[src/rtl/match_controller.sv]
// Best-of-N round sequencer: IDLE -> COUNTDOWN -> FIGHT -> ROUND_END ... -> MATCH_END.
// Owns its own tick divider, start-edge detector and pause handling.
module match_controller #(
    parameter int TICK_DIV       = 60,
    parameter int HW             = 3,
    parameter int TW             = 7,
    parameter int COUNTDOWN      = 3,
    parameter int ROUND_TIME     = 99,
    parameter int ROUND_END_TIME = 3,
    parameter int ROUNDS_TO_WIN  = 2,
    parameter int MAX_ROUNDS     = 5
) (
    input  logic          clk,
    input  logic          reset,
    input  logic          start,
    input  logic          pause,
    input  logic [HW-1:0] p1_health,
    input  logic [HW-1:0] p2_health,
    output logic [2:0]    game_state,
    output logic [TW-1:0] timer,
    output logic [3:0]    round_num,
    output logic [3:0]    p1_score,
    output logic [3:0]    p2_score,
    output logic [1:0]    round_result,
    output logic [1:0]    match_winner,
    output logic          round_start,
    output logic          tick
);

    typedef enum logic [2:0] {
        S_IDLE      = 3'd0,
        S_COUNTDOWN = 3'd1,
        S_FIGHT     = 3'd2,
        S_ROUND_END = 3'd3,
        S_MATCH_END = 3'd4
    } state_t;

    localparam int            DW          = $clog2(TICK_DIV);
    localparam logic [DW-1:0] DIV_LAST    = DW'(TICK_DIV - 1);
    localparam logic [TW-1:0] T_COUNTDOWN = TW'(COUNTDOWN);
    localparam logic [TW-1:0] T_FIGHT     = TW'(ROUND_TIME);
    localparam logic [TW-1:0] T_END       = TW'(ROUND_END_TIME);
    localparam logic [TW-1:0] T_ONE       = TW'(1);
    localparam logic [3:0]    WIN_SCORE   = 4'(ROUNDS_TO_WIN);
    localparam logic [3:0]    LAST_ROUND  = 4'(MAX_ROUNDS);
    localparam logic [1:0]    RES_NONE    = 2'd0;
    localparam logic [1:0]    RES_P1      = 2'd1;
    localparam logic [1:0]    RES_P2      = 2'd2;
    localparam logic [1:0]    RES_DRAW    = 2'd3;

    state_t        state_reg, state_next;
    logic [DW-1:0] div_reg;
    logic [TW-1:0] timer_reg, timer_next;
    logic [3:0]    round_num_reg, round_num_next;
    logic [3:0]    p1_score_reg, p1_score_next;
    logic [3:0]    p2_score_reg, p2_score_next;
    logic [1:0]    round_result_reg, round_result_next;
    logic          round_start_reg, round_start_next;
    logic          start_q_reg;

    logic       start_edge;
    logic       timed_state;
    logic       div_hold;
    logic       tick_int;
    logic       last_tick;
    logic       ko_p1;
    logic       ko_p2;
    logic       match_over;
    logic [1:0] fight_result;

    assign start_edge  = start & ~start_q_reg;
    assign timed_state = (state_reg == S_COUNTDOWN) || (state_reg == S_FIGHT) ||
                         (state_reg == S_ROUND_END);
    assign div_hold    = pause & timed_state;
    assign tick_int    = (div_reg == DIV_LAST) & ~div_hold;
    assign last_tick   = tick_int & (timer_reg == T_ONE);
    assign ko_p1       = (p1_health == '0);
    assign ko_p2       = (p2_health == '0);
    assign match_over  = (p1_score_reg >= WIN_SCORE) || (p2_score_reg >= WIN_SCORE) ||
                         (round_num_reg >= LAST_ROUND);

    // KO always outranks a timeout landing in the same cycle.
    always_comb begin
        fight_result = RES_NONE;
        if (ko_p1 && ko_p2) begin
            fight_result = RES_DRAW;
        end else if (ko_p1) begin
            fight_result = RES_P2;
        end else if (ko_p2) begin
            fight_result = RES_P1;
        end else if (last_tick) begin
            if (p1_health > p2_health) begin
                fight_result = RES_P1;
            end else if (p2_health > p1_health) begin
                fight_result = RES_P2;
            end else begin
                fight_result = RES_DRAW;
            end
        end
    end

    always_comb begin
        state_next        = state_reg;
        timer_next        = timer_reg;
        round_num_next    = round_num_reg;
        p1_score_next     = p1_score_reg;
        p2_score_next     = p2_score_reg;
        round_result_next = round_result_reg;
        round_start_next  = 1'b0;
        case (state_reg)
            S_IDLE: begin
                if (start_edge) begin
                    state_next        = S_COUNTDOWN;
                    timer_next        = T_COUNTDOWN;
                    round_num_next    = 4'd1;
                    p1_score_next     = 4'd0;
                    p2_score_next     = 4'd0;
                    round_result_next = RES_NONE;
                    round_start_next  = 1'b1;
                end
            end
            S_COUNTDOWN: begin
                if (last_tick) begin
                    state_next = S_FIGHT;
                    timer_next = T_FIGHT;
                end else if (tick_int && timer_reg != '0) begin
                    timer_next = timer_reg - T_ONE;
                end
            end
            S_FIGHT: begin
                if (fight_result != RES_NONE) begin
                    state_next        = S_ROUND_END;
                    timer_next        = T_END;
                    round_result_next = fight_result;
                    if (fight_result == RES_P1 && p1_score_reg < WIN_SCORE) begin
                        p1_score_next = p1_score_reg + 4'd1;
                    end
                    if (fight_result == RES_P2 && p2_score_reg < WIN_SCORE) begin
                        p2_score_next = p2_score_reg + 4'd1;
                    end
                end else if (tick_int && timer_reg != '0) begin
                    timer_next = timer_reg - T_ONE;
                end
            end
            S_ROUND_END: begin
                if (last_tick) begin
                    if (match_over) begin
                        state_next = S_MATCH_END;
                        timer_next = '0;
                    end else begin
                        state_next       = S_COUNTDOWN;
                        timer_next       = T_COUNTDOWN;
                        round_num_next   = round_num_reg + 4'd1;
                        round_start_next = 1'b1;
                    end
                end else if (tick_int && timer_reg != '0) begin
                    timer_next = timer_reg - T_ONE;
                end
            end
            S_MATCH_END: begin
                if (start_edge) begin
                    state_next        = S_IDLE;
                    timer_next        = '0;
                    round_num_next    = 4'd0;
                    p1_score_next     = 4'd0;
                    p2_score_next     = 4'd0;
                    round_result_next = RES_NONE;
                end
            end
            default: begin
                state_next        = S_IDLE;
                timer_next        = '0;
                round_num_next    = 4'd0;
                p1_score_next     = 4'd0;
                p2_score_next     = 4'd0;
                round_result_next = RES_NONE;
            end
        endcase
    end

    // start is sampled even while in reset, so a level held across release is not an edge.
    always_ff @(posedge clk) begin
        start_q_reg <= start;
        if (!reset) begin
            state_reg        <= S_IDLE;
            div_reg          <= '0;
            timer_reg        <= '0;
            round_num_reg    <= 4'd0;
            p1_score_reg     <= 4'd0;
            p2_score_reg     <= 4'd0;
            round_result_reg <= RES_NONE;
            round_start_reg  <= 1'b0;
        end else begin
            state_reg        <= state_next;
            timer_reg        <= timer_next;
            round_num_reg    <= round_num_next;
            p1_score_reg     <= p1_score_next;
            p2_score_reg     <= p2_score_next;
            round_result_reg <= round_result_next;
            round_start_reg  <= round_start_next;
            if (state_next != state_reg) begin
                div_reg <= '0;
            end else if (div_hold) begin
                div_reg <= div_reg;
            end else if (div_reg == DIV_LAST) begin
                div_reg <= '0;
            end else begin
                div_reg <= div_reg + DW'(1);
            end
        end
    end

    assign game_state   = state_reg;
    assign timer        = timer_reg;
    assign round_num    = round_num_reg;
    assign p1_score     = p1_score_reg;
    assign p2_score     = p2_score_reg;
    assign round_result = round_result_reg;
    assign round_start  = round_start_reg;
    assign tick         = tick_int;

    always_comb begin
        match_winner = 2'd0;
        if (state_reg == S_MATCH_END) begin
            if (p1_score_reg > p2_score_reg) begin
                match_winner = 2'd1;
            end else if (p2_score_reg > p1_score_reg) begin
                match_winner = 2'd2;
            end else begin
                match_winner = 2'd3;
            end
        end
    end

endmodule

[config.mk]
export PLATFORM = sky130hd
export DESIGN_NAME = match_controller
export DESIGN_NICKNAME = d
export VERILOG_FILES = /design/src/rtl/match_controller.sv
export SDC_FILE = /design/constraint.sdc
export NUM_CORES = 1
export LEC_CHECK = 0
export CAP_MARGIN = 20
export CORE_MARGIN = 4
export CORE_UTILIZATION = 53
export DETAILED_ROUTE_END_ITERATION = 8
export PLACE_DENSITY_LB_ADDON = 0.1
export SLEW_MARGIN = 10
export SYNTH_ARGS = -nofsm -noshare
export SYNTH_HDL_FRONTEND = slang
export SYNTH_SLANG_ARGS = --single-unit
[constraint.sdc]
create_clock -name clk -period 2.4 [get_ports clk]
set_input_delay 0.24 -clock clk [delete_from_list [all_inputs] [get_ports clk]]
set_output_delay 0.24 -clock clk [all_outputs]
set_load 0.01 [all_outputs]
==> impl_metrics.tcl, run 1 <==
set metrics [dict create \
    place_ws_ns 0.179 \
    first_iter_violations 90 \
    max_freq_ghz 0.446 \
    grt_pass1_vias 1930 \
    cts_tree "yes" \
    ir_drop_mv 0.341 \
    status "complete, no violations" \
    r2r-end "timer[4]$_SDFFE_PN0P_" \
    fillers 311 \
    h-tree-depth 2 \
    yosysSeqAreaShare 0.300 \
    cp_slowest_stage_delay_ns 0.61 \
    max_slew.worst_pin.slew_ns 0.540 \
    crit_type "flip-flop to output pin" \
    skew_ns 0.0106 \
    root_buffer "clkbuf_8" \
    initial_utilization 0.566 \
    grt.overflow.total 0 \
    endpoint_kind "output pin" \
    hold_violations 0 \
    hp-class "input port to flip-flop" \
    avgSynthCellArea_sq_um 8.44 \
    postCtsHoldBufs 0 \
    slew_viol_final 0 \
    largest_register_ffs 7 \
    coreArea_sq_mm 0.00377 \
    dieArea_sq_mm 0.00511 \
    slew_headroom 0.640 \
    n_antenna_cell 0 \
    startpoint_type "flip-flop" \
    reg2reg_slack_ns 0.23 \
    crit_chain "and4b_1, o211a_1, clkdlybuf4s50_1" \
    multi_input_area_sq_mm 0.00138 \
    ant_nets 0 \
    layout.nets 327 \
    antenna_found_initial 0 \
    post-route-min-period_ns 2.24 \
    ys_warn_count 0 \
    cts_buffers 5 \
    wl_per_cell_um 14.8 \
    synth_nets 280 \
    portBuffers 37 \
    setup-tns-final_ns 0 \
    drive_gt1_frac 0.133 \
    final-setup-viol-count 0 \
    fin_crit_sh 0.935 \
    r2r-start "timer[1]$_SDFFE_PN0P_" \
    vias_per_cell 5.87 \
    seq_area_sq_um 642 \
    fp-row-count 22 \
    grt_max_degree 15 \
    p_per_area_mw_per_mm2 475 \
    first_pass_iters 4 \
    io_pins 38 \
    wirelength_mm 5.17 \
    via_count 2047 \
    arrival_ns 2.00 \
    syn_area_sq_mm 0.00214 \
    async_flop_share 0 \
    worstPathMaxFanout 11 \
    grt_first_pass_wirelength_mm 8.92 \
    grt_util_all_layers 0.216 \
    drv_cap 0 \
    cts.sinks 32 \
    die_x_um 71.5 \
    ys_types 63 \
    rsz0062_at_grt "false" \
    worstPathRequired_ns 2.16 \
    clockBufferDepth 2 \
    ys_ff_latch 32 \
    hpwl_mm 3.96 \
    die_height_um 71.5 \
    yosys_most_used_dff "dfxtp_1" \
    gp_congestion 0.849 \
    drc 0 \
    cts.clk_slew.worst_paths_ns 0.08 \
    synth_edf_count 0 \
    power_leakage_nw 1.06 \
    worst_slack_ns 0.157 \
    startpoint "div_reg[2]$_SDFFE_PP0N_" \
    area_growth_pct 27.5 \
    reg2regPathDepth 7 \
    p_total_mw 1.29 \
    crit_path_top_delay_cell "clkdlybuf4s50_1" \
    clk_latency_ns 0.29 \
    syn-instance-count 253 \
    critPathCapture "tick" \
]
## cell usage in the layout, fill, tap and decap left out, drive strengths merged, types with 2 or more instances in the layout
master         Yosys  layout
clkdlybuf4s50      0      35
dfxtp             32      32
nand2             23      23
inv               18      18
nor2              18      18
ha                17      17
nand3             15      15
a21oi             13      13
buf                6      12
o21ai             11      11
nor3               9       9
or3                9       9
nand4              7       7
a31oi              6       6
nor2b              5       5
nand2b             5       5
clkbuf             3       5
o22ai              4       4
xor2               3       3
a21o               3       3
o31ai              3       3
a211o              3       3
o211a              2       2
and3               2       2
mux2i              2       2
o211ai             2       2
nand4b             2       2
dlygate4sd2        0       2
or2                2       2
and2               2       2
## cells in the mapped netlist (3+ instances only)
| library cell | count | share of area |
|---|---|---|
| clkbuf_1 | 3 | 0.0053 |
| nor3_1 | 8 | 0.019 |
| or3_1 | 8 | 0.023 |
| nand4_1 | 7 | 0.021 |
| buf_2 | 5 | 0.012 |
| xor2_1 | 3 | 0.012 |
| o22ai_1 | 4 | 0.012 |
| dfxtp_1 | 32 | 0.30 |
| nor2_1 | 18 | 0.032 |
| a21oi_1 | 13 | 0.030 |
| inv_1 | 18 | 0.032 |
| nand2b_1 | 5 | 0.015 |
| nand3_1 | 15 | 0.035 |
| ha_1 | 17 | 0.10 |
| nor2b_1 | 5 | 0.015 |
| nand2_1 | 23 | 0.040 |
| a31oi_1 | 6 | 0.018 |
| o21ai_0 | 10 | 0.023 |
## report_power, final
| group | internal [mW] | switching [mW] |
|---|---|---|
| clock | 0.307 | 0.214 |
| sequential | 0.546 | 0.0162 |
| combinational | 0.0942 | 0.115 |
| total | 0.947 | 0.346 |
## worst max-delay path, delay by kind of cell (launching register included)
kind                   cells  cell delay (ns)
flip-flops                 1             0.35
AND/OR/NAND/NOR            1             0.37
AO/OA/AOI/OAI              1             0.39
buffers and inverters      1             0.61
## cell families (layout without fill, tap and decap cells)
| kind of cell | after synthesis | in the layout | share of synthesized area |
|---|---|---|---|
| multiplexers | 2 | 2 | 0.00937 |
| buffers and inverters | 27 | 75 | 0.0521 |
| XOR/XNOR | 4 | 4 | 0.0164 |
| adder cells (fa/ha/maj) | 17 | 17 | 0.0996 |
| AO/OA/AOI/OAI | 63 | 63 | 0.240 |
| AND/OR/NAND/NOR | 108 | 108 | 0.282 |
| flip-flops | 32 | 32 | 0.300 |
## cell type report
cell class | instances | area share
inverter | 18 | 0.0248
timing repair buffer | 49 | 0.168
multi-input combinational | 194 | 0.508
clock inverter | 3 | 0.0156
clock buffer | 5 | 0.0253
tap | 48 | 0.0221
sequential | 32 | 0.236
## layer usage
layer	up-vias	routed length (um)	GRT usage	share of wire
met2	63	2170	0.309	0.42
met5	-	0	0	0
met4	0	62	0.0689	0.012
li1	1024	-	-	-
met1	954	2630	0.322	0.51
met3	6	304	0.0449	0.059
## what timing repair did
action	4_1_cts	5_1_grt
buffers inserted	0	0
setup endpoints to repair	2	0
gates resized for setup	3	0
## metrics by stage
stage	hold slack (ns)	area [sq um]	cells	utilization
floorplan	0.268	2140	253	-
global placement	0.470	2610	341	0.693
detailed placement	0.470	2610	341	0.693
CTS	0.445	2720	349	0.722
global route	0.447	2720	349	0.722
finish	0.447	2720	349	0.722
## worst min-delay path by stage
stage / to / depth (start not counted) / start
2_1_floorplan: start_q_reg$_DFF_P_ / 0 / start
3_3_place_gp: p1_score[3]$_SDFFE_PN0P_ / 2 / p1_score[3]$_SDFFE_PN0P_
3_5_place_dp: p1_score[3]$_SDFFE_PN0P_ / 2 / p1_score[3]$_SDFFE_PN0P_
4_1_cts: start_q_reg$_DFF_P_ / 1 / start
5_1_grt: start_q_reg$_DFF_P_ / 1 / start
6_report: start_q_reg$_DFF_P_ / 1 / start
(Power assumes the default switching activity.)
==> inputs of run 2 (changes only) <==
--- a/config.mk
+++ b/config.mk
@@ -6,8 +6,9 @@
 export NUM_CORES = 1
 export LEC_CHECK = 0
 export CAP_MARGIN = 20
-export CORE_MARGIN = 4
+export CORE_MARGIN = 2
 export CORE_UTILIZATION = 53
+export CTS_CLUSTER_SIZE = 16
 export DETAILED_ROUTE_END_ITERATION = 8
 export PLACE_DENSITY_LB_ADDON = 0.1
 export SLEW_MARGIN = 10
==> run 2 against run 1 <==
Hold slack gained 0.013 ns. Power shrank 10%. Final area shrank 1.4%. Sequential power is essentially flat. Clock power shrank 24%. Critical path type unchanged. Highest routed layer unchanged.
==> impl_metrics.tcl, run 2 (same netlist as run 1, synthesis figures left out) <==
set metrics [dict create \
    initial_utilization 0.542 \
    io_pins 38 \
    wirelength_mm 4.92 \
    crit_type "flip-flop to output pin" \
    p_per_area_mw_per_mm2 434 \
    h-tree-depth 2 \
    mostFrequentLayoutCells "clkdlybuf4s50_1, dfxtp_1, nand2_1" \
    largest_register_ffs 7 \
    max_slew.worst_pin.slew_ns 0.591 \
    vias_per_cell 5.79 \
    drv_cap 0 \
    status "complete, no violations" \
    first_iter_violations 104 \
    r2r-end "timer[5]$_SDFFE_PN0P_" \
    power_leakage_nw 1.05 \
    fillers 349 \
    fp-row-count 23 \
    hold_violations 0 \
    r2r-start "div_reg[0]$_SDFFE_PP0N_" \
    dieArea_sq_mm 0.00455 \
    hp-class "input port to flip-flop" \
    finalInstanceArea_sq_mm 0.00268 \
    startpoint_type "flip-flop" \
    postCtsHoldBufs 0 \
    antenna_found_initial 0 \
    first_pass_iters 4 \
    die_x_um 67.5 \
    endpoint_kind "output pin" \
    area_growth_pct 25.7 \
    max_freq_ghz 0.451 \
    slew_headroom 0.603 \
    root_buffer "clkbuf_8" \
    grt_util_all_layers 0.233 \
    cts.clk_slew.worst_paths_ns 0.06 \
    ant_nets 0 \
    multi_input_area_sq_mm 0.00138 \
    gp_congestion 0.897 \
    coreArea_sq_mm 0.00394 \
    clockBufferDepth 2 \
    skew_ns 0.00467 \
    setup-tns-final_ns 0 \
    post-route-min-period_ns 2.22 \
    reg2regPathDepth 6 \
    fin_crit_sh 0.924 \
    grt_pass1_vias 1790 \
    reg2reg_slack_ns 0.26 \
    grt_max_degree 15 \
    die_height_um 67.5 \
    drc 0 \
    final_common_cell "clkdlybuf4s50_1" \
    critPathCapture "tick" \
    clk_latency_ns 0.28 \
    worstPathMaxFanout 11 \
    seq_area_sq_um 642 \
    rsz0062_at_grt "false" \
    cts_tree "yes" \
    final-setup-viol-count 0 \
    startpoint "div_reg[2]$_SDFFE_PP0N_" \
    drive_gt1_frac 0.124 \
    via_count 2022 \
    arrival_ns 1.98 \
    ir_drop_mv 0.293 \
    placed_cell_area_sq_mm 0.00261 \
    final_util 0.681 \
    whs_ns 0.461 \
    wl_per_cell_um 14.1 \
    hpwl_mm 3.78 \
    cts.sinks 32 \
    portBuffers 37 \
    cts_buffers 5 \
    n_antenna_cell 0 \
    worstPathRequired_ns 2.16 \
    grt.overflow.total 0 \
    slew_viol_final 0 \
    layout.nets 326 \
    grt_first_pass_wirelength_mm 8.08 \
]
==> run 2: per-stage QoR <==
stage | power, mW | std cells | setup slack, ns
after floorplan | 0.699 | 253 | 0.314
after global placement | 0.776 | 342 | 0.185
after detailed placement | 0.780 | 342 | 0.211
after CTS | 1.17 | 349 | 0.167
after global routing | 1.22 | 349 | 0.0231
final | 1.16 | 349 | 0.182
==> run 2: worst min path at each step <==
stage | startpoint | end | slack [ns] | depth (start not counted)
after floorplan | start | start_q_reg$_DFF_P_ | 0.27 | 0
after detailed placement | round_result[1]$_SDFFE_PN0P_ | round_result[1]$_SDFFE_PN0P_ | 0.48 | 2
final | start | start_q_reg$_DFF_P_ | 0.46 | 1
after global routing | start | start_q_reg$_DFF_P_ | 0.47 | 1
after CTS | start | start_q_reg$_DFF_P_ | 0.46 | 1
after global placement | p1_score[3]$_SDFFE_PN0P_ | p1_score[3]$_SDFFE_PN0P_ | 0.47 | 2
==> run 2: critical path, stage by stage (launching register included) <==
cell and delay [ns]:
dfxtp_1 0.34, and4b_1 0.37, o211a_1 0.38, clkdlybuf4s50_1 0.60
==> run 2: final cells by class <==
class,instances,share of cell area
tap,50,0.0233
multi-input combinational,194,0.516
sequential,32,0.239
inverter,18,0.0252
clock buffer,6,0.0270
timing repair buffer,48,0.168
clock inverter,1,0.00186
==> run 2: layer usage <==
| layer | vias up | routed length, um | track usage |
|---|---|---|---|
| met5 | - | 0 | 0 |
| li1 | 1020 | - | - |
| met2 | 65 | 2350 | 0.379 |
| met1 | 926 | 2180 | 0.290 |
| met3 | 11 | 281 | 0.0600 |
| met4 | 0 | 104 | 0.0969 |
==> run 2: where the power goes <==
part	total, mW	internal (mW)	switching [mW]
logic	0.205	0.0941	0.111
clock network	0.397	0.197	0.200
registers	0.562	0.546	0.0156
total	1.16	0.837	0.326
==> run 2: what timing repair did <==
action                     4_1_cts  5_1_grt
gates resized for setup          3        0
setup endpoints to repair        2        0
buffers inserted                 0        0
==> inputs of run 3 (changes only) <==
--- a/config.mk
+++ b/config.mk
@@ -10,7 +10,7 @@
 export CORE_UTILIZATION = 53
 export CTS_CLUSTER_SIZE = 16
 export DETAILED_ROUTE_END_ITERATION = 8
-export PLACE_DENSITY_LB_ADDON = 0.1
+export PLACE_DENSITY = 0.8
 export SLEW_MARGIN = 10
 export SYNTH_ARGS = -nofsm -noshare
 export SYNTH_HDL_FRONTEND = slang
==> run 3 against run 2 <==
Register-to-register slack worse by 0.06 ns. Sequential power about the same. Non-clock buffer count down 2. Maximum frequency down 1.4%. Setup slack worse by 0.032 ns. Flip-flop and latch count unchanged. Combinational power about the same. Count of clock-buffer cells in the layout unchanged. Power up 11%. Clock skew down 0.0024 ns. Via count up 2.9%. Largest cell class unchanged. Largest power group unchanged.
==> impl_metrics.tcl, run 3 (same netlist as run 1, synthesis figures left out) <==
set metrics [dict create \
    portBuffers 37 \
    grt_pass1_vias 1869 \
    skew_ns 0.00223 \
    n_antenna_cell 0 \
    rsz0062_at_grt "false" \
    cts.sinks 32 \
    grt.overflow.total 0 \
    clockBufferDepth 2 \
    slew_viol_final 0 \
    first_pass_iters 5 \
    max_freq_ghz 0.444 \
    startpoint_type "flip-flop" \
    share_comb_of_total_power 0.158 \
    gp_congestion 0.861 \
    first_iter_violations 137 \
    ant_nets 0 \
    final_common_cell "clkdlybuf4s50_1" \
    coreArea_sq_mm 0.00394 \
    area_growth_pct 26.5 \
    cts_tree "yes" \
    ir_drop_mv 0.326 \
    clk_latency_ns 0.28 \
    wl_per_cell_um 15.1 \
    grt_first_pass_wirelength_mm 8.54 \
    reg2regPathDepth 6 \
    sw_frac_of_total 0.266 \
    fillers 319 \
    crit_chain "and4b_1, o211a_1, clkdlybuf4s50_1" \
    grt_max_degree 15 \
    p_total_mw 1.29 \
    grt_util_all_layers 0.246 \
    hpwl_mm 3.82 \
    largest_register_ffs 7 \
    post-route-min-period_ns 2.25 \
    die_x_um 67.5 \
    drive_gt1_frac 0.121 \
    die_height_um 67.5 \
    setup-tns-final_ns 0 \
    drc 0 \
    p_sw_uw 342 \
    p_per_area_mw_per_mm2 476 \
    cp_slowest_stage_delay_ns 0.61 \
    io_pins 38 \
    cts_buffers 5 \
    antenna_found_initial 0 \
    crit_path_top_delay_cell "clkdlybuf4s50_1" \
    fp-row-count 23 \
    cts.clk_slew.worst_paths_ns 0.07 \
    final-setup-viol-count 0 \
    status "complete, no violations" \
    dieArea_sq_mm 0.00455 \
    hold_depth 1 \
    hp-class "input port to flip-flop" \
    initial_utilization 0.542 \
    wirelength_mm 5.25 \
    worstPathMaxFanout 11 \
    power_leakage_nw 1.06 \
    via_count 2081 \
    fin_crit_sh 0.938 \
    max_slew.worst_pin.slew_ns 0.642 \
    hold_violations 0 \
    p_seq_frac 0.438 \
    root_buffer "clkbuf_8" \
    postCtsHoldBufs 0 \
    worstPathRequired_ns 2.16 \
    vias_per_cell 5.98 \
    arrival_ns 2.01 \
    layout.nets 324 \
    endpoint_kind "output pin" \
    crit_type "flip-flop to output pin" \
    mostFrequentLayoutCells "clkdlybuf4s50_1, dfxtp_1, nand2_1" \
    post_cts_buffers 0 \
    drv_cap 0 \
    clkPwrFrac 0.404 \
    h-tree-depth 2 \
    p_int_uw 945 \
    slew_headroom 0.569 \
]
[run 3: cell count changes in the layout (fill, tap and decap cells not counted)]
cell	change
o21ai_0	-1
dlygate4sd2_1	-1
o21ai_1	+1
bufinv_16	+1
buf_4	-2
dlymetal6s2s_1	+1
[run 3: layout make-up]
| cell class | instances | area (sq um) | area share |
|---|---|---|---|
| clock buffers | 6 | 72.6 | 0.0269 |
| clock inverters | 2 | 35.0 | 0.0130 |
| multi-input cells | 194 | 1380 | 0.512 |
| well taps | 50 | 62.6 | 0.0231 |
| flip-flops and latches | 32 | 642 | 0.238 |
| inverters | 18 | 67.6 | 0.0250 |
| repair buffers | 46 | 439 | 0.163 |
[run 3: stage by stage]
stage | std cells | utilization | setup WS (ns) | hold WS, ns | cell area, sq um
after floorplan | 253 | - | 0.314 | 0.268 | 2140
after global placement | 340 | 0.658 | 0.239 | 0.473 | 2590
after detailed placement | 340 | 0.658 | 0.234 | 0.482 | 2590
after CTS | 348 | 0.685 | 0.0198 | 0.447 | 2700
after global routing | 348 | 0.685 | 0.0533 | 0.456 | 2700
final | 348 | 0.685 | 0.150 | 0.453 | 2700
[run 3: metal layers]
layer  GRT usage  wire, um  up-vias  part of all wire
met2       0.371      2320       76              0.44
met3      0.0550       347       10             0.066
met5           0         0        -                 0
li1            -         -     1017                 -
met4      0.0893        89        0             0.017
met1       0.342      2500      978              0.48
[run 3: path summary, 6_finish.rpt]
check                                 from                        to  slack (ns)
setup / recovery   div_reg[2]$_SDFFE_PP0N_                      tick        0.15
hold / removal                       start       start_q_reg$_DFF_P_        0.45
setup reg to reg   div_reg[0]$_SDFFE_PP0N_     timer[5]$_SDFFE_PN0P_        0.20
hold reg to reg   p1_score[3]$_SDFFE_PN0P_  p1_score[3]$_SDFFE_PN0P_        0.49
[run 3: critical path: cells and delay by family, from the launching register on]
kind	cells	cell delay [ns]
flip-flops	1	0.35
AO/OA/AOI/OAI	1	0.41
buffers and inverters	1	0.61
AND/OR/NAND/NOR	1	0.37
[run 3: power groups by stage]
stage	logic [mW]	clock network, mW	registers [mW]
CTS	0.201	0.523	0.564
floorplan	0.124	0	0.576
global placement	0.197	0	0.575
finish	0.203	0.521	0.563
global route	0.225	0.544	0.566
detailed placement	0.199	0	0.576
[run 3: timing repair]
| item | CTS | global route |
|---|---|---|
| pin swaps | 0 | 0 |
| endpoints found under the setup margin | 2 | 1 |
| gates resized for setup | 2 | 2 |
